### src/rtl/dmem_responder.sv
// Data-memory responder: accepts one load/store, waits WAIT_STATES cycles,
// then answers with a single-cycle ready strobe carrying byte-masked read data or an error.
module dmem_responder #(
  parameter int DEPTH       = 64,
  parameter int WAIT_STATES = 2
) (
  input  logic        clk,
  input  logic        reset,
  input  logic        req,
  input  logic        MemWrite,
  input  logic [31:0] addr,
  input  logic [31:0] WriteData,
  input  logic [3:0]  be,
  output logic [31:0] ReadData,
  output logic        ready,
  output logic        busy,
  output logic        err
);

  localparam int AW = (DEPTH > 1) ? $clog2(DEPTH) : 1;
  localparam logic [3:0] WS_LOAD = (WAIT_STATES > 0) ? 4'(WAIT_STATES - 1) : 4'd0;

  typedef enum logic [1:0] {S_IDLE = 2'd0, S_WAIT = 2'd1, S_RESP = 2'd2} state_t;

  state_t        state_r, state_s;
  logic [3:0]    cnt_r, cnt_s;
  logic          mw_r;
  logic [31:0]   addr_r, wdata_r;
  logic [3:0]    be_r;
  logic [31:0]   mem_r [DEPTH];

  logic          txn_mw_s, txn_err_s, we_s;
  logic [31:0]   txn_addr_s, txn_wdata_s;
  logic [3:0]    txn_be_s;
  logic [AW-1:0] txn_idx_s;
  logic [31:0]   rdata_s;
  logic          ready_s, busy_s, err_s;

  function automatic logic [31:0] lane_mask(input logic [3:0] b);
    return {{8{b[3]}}, {8{b[2]}}, {8{b[1]}}, {8{b[0]}}};
  endfunction

  // state register and wait counter
  always_ff @(posedge clk or negedge reset) begin
    if (!reset) begin
      state_r <= S_IDLE;
      cnt_r   <= 4'd0;
    end else begin
      state_r <= state_s;
      cnt_r   <= cnt_s;
    end
  end

  // request capture on the accepting edge
  always_ff @(posedge clk or negedge reset) begin
    if (!reset) begin
      mw_r    <= 1'b0;
      addr_r  <= 32'd0;
      wdata_r <= 32'd0;
      be_r    <= 4'd0;
    end else if (state_r == S_IDLE && req) begin
      mw_r    <= MemWrite;
      addr_r  <= addr;
      wdata_r <= WriteData;
      be_r    <= be;
    end else begin
      mw_r    <= mw_r;
      addr_r  <= addr_r;
      wdata_r <= wdata_r;
      be_r    <= be_r;
    end
  end

  // next-state and counter logic
  always_comb begin
    state_s = state_r;
    cnt_s   = cnt_r;
    case (state_r)
      S_IDLE: begin
        if (req) begin
          if (WAIT_STATES > 0) begin
            state_s = S_WAIT;
            cnt_s   = WS_LOAD;
          end else begin
            state_s = S_RESP;
            cnt_s   = 4'd0;
          end
        end else begin
          state_s = S_IDLE;
        end
      end
      S_WAIT: begin
        if (cnt_r == 4'd0) begin
          state_s = S_RESP;
        end else begin
          cnt_s = cnt_r - 4'd1;
        end
      end
      S_RESP:  state_s = S_IDLE;
      default: state_s = S_IDLE;
    endcase
  end

  // With zero wait states the response edge is also the accepting edge, so use live inputs in IDLE
  always_comb begin
    if (state_r == S_IDLE) begin
      txn_mw_s    = MemWrite;
      txn_addr_s  = addr;
      txn_wdata_s = WriteData;
      txn_be_s    = be;
    end else begin
      txn_mw_s    = mw_r;
      txn_addr_s  = addr_r;
      txn_wdata_s = wdata_r;
      txn_be_s    = be_r;
    end
    txn_idx_s = txn_addr_s[AW+1:2];
    txn_err_s = (txn_addr_s[1:0] != 2'b00) || (txn_addr_s[31:2] >= 30'(DEPTH));
    we_s      = reset && (state_s == S_RESP) && txn_mw_s && !txn_err_s;
  end

  // output values for the cycle that follows the coming edge
  always_comb begin
    ready_s = 1'b0;
    busy_s  = 1'b0;
    err_s   = 1'b0;
    rdata_s = 32'd0;
    case (state_s)
      S_IDLE: busy_s = 1'b0;
      S_WAIT: busy_s = 1'b1;
      S_RESP: begin
        busy_s  = 1'b1;
        ready_s = 1'b1;
        err_s   = txn_err_s;
        if (!txn_mw_s && !txn_err_s) begin
          rdata_s = mem_r[txn_idx_s] & lane_mask(txn_be_s);
        end else begin
          rdata_s = 32'd0;
        end
      end
      default: busy_s = 1'b0;
    endcase
  end

  // registered outputs
  always_ff @(posedge clk or negedge reset) begin
    if (!reset) begin
      ready    <= 1'b0;
      busy     <= 1'b0;
      err      <= 1'b0;
      ReadData <= 32'd0;
    end else begin
      ready    <= ready_s;
      busy     <= busy_s;
      err      <= err_s;
      ReadData <= rdata_s;
    end
  end

  // data array, intentionally not reset
  always_ff @(posedge clk) begin
    if (we_s) begin
      for (int k = 0; k < 4; k++) begin
        if (txn_be_s[k]) begin
          mem_r[txn_idx_s][8*k +: 8] <= txn_wdata_s[8*k +: 8];
        end
      end
    end
  end

endmodule

### config.mk
export PLATFORM = sky130hd
export DESIGN_NAME = dmem_responder
export DESIGN_NICKNAME = d
export VERILOG_FILES = /design/src/rtl/dmem_responder.sv
export SDC_FILE = /design/constraint.sdc
export NUM_CORES = 2
export LEC_CHECK = 0
export CORE_MARGIN = 3
export CORE_UTILIZATION = 25
export DETAILED_ROUTE_END_ITERATION = 12
export PLACE_DENSITY = 0.43
export SKIP_LAST_GASP = 1
export SYNTH_ARGS = -nofsm -noshare
export SYNTH_HDL_FRONTEND = slang
export SYNTH_SLANG_ARGS = --single-unit
### constraint.sdc
create_clock -name clk -period 4.1 [get_ports clk]
set_clock_uncertainty 0.2 [all_clocks]
set_input_delay 0.82 -clock clk [delete_from_list [all_inputs] [get_ports clk]]
set_output_delay 0.82 -clock clk [all_outputs]
set_load 0.01 [all_outputs]
==> qor.csv <==
metric;value;unit
pwr-share-seq;36.5;%
finalSetupViolCount;0;
max_slew_margin;26.7;%
ys_ff_latch;2158;
critical_path_arrival;4.53;ns
preCtsSetupSlack;-0.672;ns
final_common_cell;edfxtp_1;
clk_latency;0.94;ns
dr.pass1.iters;6;
ys_seq_area_share;77.6;%
hp-class;flop to flop;
nNetsFinal;6652;
hold-path-cell-count;1;
root_buffer;clkbuf_16;
synthArstFlopShare;5.10;%
fp.dieW;582;um
ant_nets;0;
path_clk_slew;0.06;ns
n_fill_cell;32300;
syn_to_final_growth;28.3;%
postPlaceCellArea;0.0989;sq mm
wl;330;mm
clkPwrFrac;25.7;%
overflow;0;
net-switching-power;29.7;mW
period_share;97.1;%
power.density;754;mW/mm^2
ys_warn_count;0;
ios;107;
syn_nets;5525;
viasPerCell;5.14;
cpMostUsedCell;buf_12;
r2r_cells;12;
syn-cell-area;0.0828;sq mm
critPathMaxStageDelay;0.84;ns
fin_util;32.4;%
io_buffers;106;
drc_errors;0;
cp-start-kind;flop;
clk_path_buf_depth;4;
synth_edf_count;2048;
layout_common_cells;2048 x edfxtp_1, 999 x buf_4, 715 x o22ai_1;
final_hold_viol_count;0;
finalPower;80.2;mW
p_leak;36.1;nW
cp_max_fo;31;
place_hpwl;224;mm
cts.sink_count;2158;
wl_per_cell;29.7;um
fin_area;0.106;sq mm
gp_congestion;0.850;
htree_levels;4;
cap_viol_max_count;0;
vias;57100;
rows;210;
worst-slew-pin-transition;1.09;ns
syn_inst;5450;
rsz0062_at_grt;no;
pwr-share-comb;37.9;%
syn_avg_cell_area;15.2;sq um
cts_inserted_buffers;233;
cp_slowest_cell;nor3_1;
synth_ff_type;edfxtp_1;
required;4.65;ns
setup_ws;0.121;ns
grt_pass1_vias;56200;
crit_chain;buf_12, nor3_1, a22oi_4, buf_12, buf_12, buf_4, o22ai_1, nor3_1, nor4b_1, buf_4, o22ai_1, nor4_1;
layout_min_cycle_time;3.98;ns
cts_tree;done;
coreArea;0.328;sq mm
grt_pass1_wl;456;mm
switching_share;37.1;%
drive_gt1_share;24.8;%
antenna_found_initial;18;
grt_max_degree;65;
critPathKind;flop to flop;
track_usage;18.9;%
maxClockFrequency;0.251;GHz
die_h;582;um
intPower;50.5;mW
cp-end-kind;flop;
drt_iter0_drc;6533;
dieArea;0.338;sq mm
slew_violations;0;
initial_core_util;25.2;%
peakVddDrop;0.797;mV
status;complete, no violations;
synth.distinct_cells;86;
## flip-flops by register name (all words and copies together), names as in the netlist
signal    count
ReadData     32
cnt_r         4
err           1
addr_r       32
wdata_r      32
be_r          4
mem_r      2048
busy          1
ready         1
mw_r          1
state_r       2
## metrics by stage
step,cells,hold WS (ns),TNS [ns]
2_1_floorplan,5450,0.262,0
3_3_place_gp,10700,0.287,-61.32
3_5_place_dp,10700,0.296,-74.07
4_1_cts,11100,0.291,0
5_1_grt,11100,0.316,0
6_report,11100,0.306,0
## power by group through the flow
stage	Combinational, mW	Clock (mW)	Sequential [mW]
floorplan	11.6	0	29.9
finish	30.3	20.6	29.3
global route	31.6	21.8	29.3
CTS	30.3	21.0	29.2
detailed placement	30.2	0	29.7
global placement	30.1	0	29.7
## synth_stat cells (12+ instances only)
cell type	instances	share of area, %
o221ai_1	24	0.25
a32o_1	18	0.22
o22ai_1	715	5.4
nand3_1	44	0.27
a31oi_1	47	0.35
nor4_1	173	1.3
clkbuf_1	140	0.63
o22a_1	24	0.25
a21o_1	24	0.22
nand2_1	378	1.7
nand3b_1	14	0.13
dfrtp_1	110	3.3
edfxtp_1	2048	74
nor2_1	414	1.9
mux2_2	75	1.0
or4_1	32	0.29
mux2i_1	49	0.59
a21oi_1	280	1.7
or3_1	23	0.17
buf_1	60	0.27
a211oi_1	12	0.11
buf_4	18	0.16
buf_2	167	1.0
and3_1	15	0.11
o21ai_0	50	0.30
nor3_1	267	1.6
a22oi_1	29	0.26
o41ai_1	20	0.21
## path summary, 6_finish.rpt
| path | start | endpoint | slack, ns |
|---|---|---|---|
| max | state_r[0]$_DFF_PN0_ | ReadData[5]$_DFF_PN0_ | 0.12 |
| min | wdata_r[11]$_DFFE_PN0P_ | wdata_r[11]$_DFFE_PN0P_ | 0.31 |
| max reg2reg | state_r[0]$_DFF_PN0_ | ReadData[5]$_DFF_PN0_ | 0.12 |
| min reg2reg | wdata_r[11]$_DFFE_PN0P_ | wdata_r[11]$_DFFE_PN0P_ | 0.31 |
| max in group asynchronous | reset | wdata_r[17]$_DFFE_PN0P_ | 2.04 |
| min in group asynchronous | reset | ReadData[30]$_DFF_PN0_ | 0.41 |
## area by class of cell
type                       instances  area, sq um  area share [%]
sequential                      2158        64300            60.5
antenna                            6         15.0          0.0141
tap                             4346         5440            5.12
multi-input combinational       2897        17200            16.2
clock buffer                     285         6180            5.82
timing repair buffer            1281        12100            11.4
inverter                           6         22.5          0.0212
clock inverter                   131         1100            1.04
## routing by layer
| layer | vias to the layer above | track usage, % | share of wire, % |
|---|---|---|---|
| li1 | 24100 | - | - |
| met5 | - | 0 | 0.0039 |
| met1 | 30000 | 26.4 | 44 |
| met4 | 2 | 5.52 | 3.1 |
| met2 | 2471 | 30.4 | 46 |
| met3 | 494 | 2.69 | 6.7 |
## cell families after synthesis
group | count (synthesis) | synth area share [%]
DFF | 2158 | 77.6
muxes | 124 | 1.61
buffers and inverters | 395 | 2.16
AOI/OAI and AO/OA | 1354 | 10.6
adders and majority gates | 3 | 0.0453
and+or+nand+nor | 1414 | 7.98
xor gates and xnor gates | 2 | 0.0212
## worst max-delay path, delay by kind of cell, from the launching register on
kind                   cells  cell delay (ns)
buffers and inverters      5             0.95
AOI/OAI and AO/OA          3             0.91
DFF                        1             0.49
and+or+nand+nor            4             1.19
## repair_timing
item / 4_1_cts / 5_1_grt
endpoints found under the hold margin: 66 / 0
pin swaps: 0 / 0
resized for setup: 1 / 6
endpoints found under the setup margin: 5 / 7
buffers inserted: 0 / 0
hold buffers: 1 / 0
Note: power is estimated with default switching activity, not from simulation.
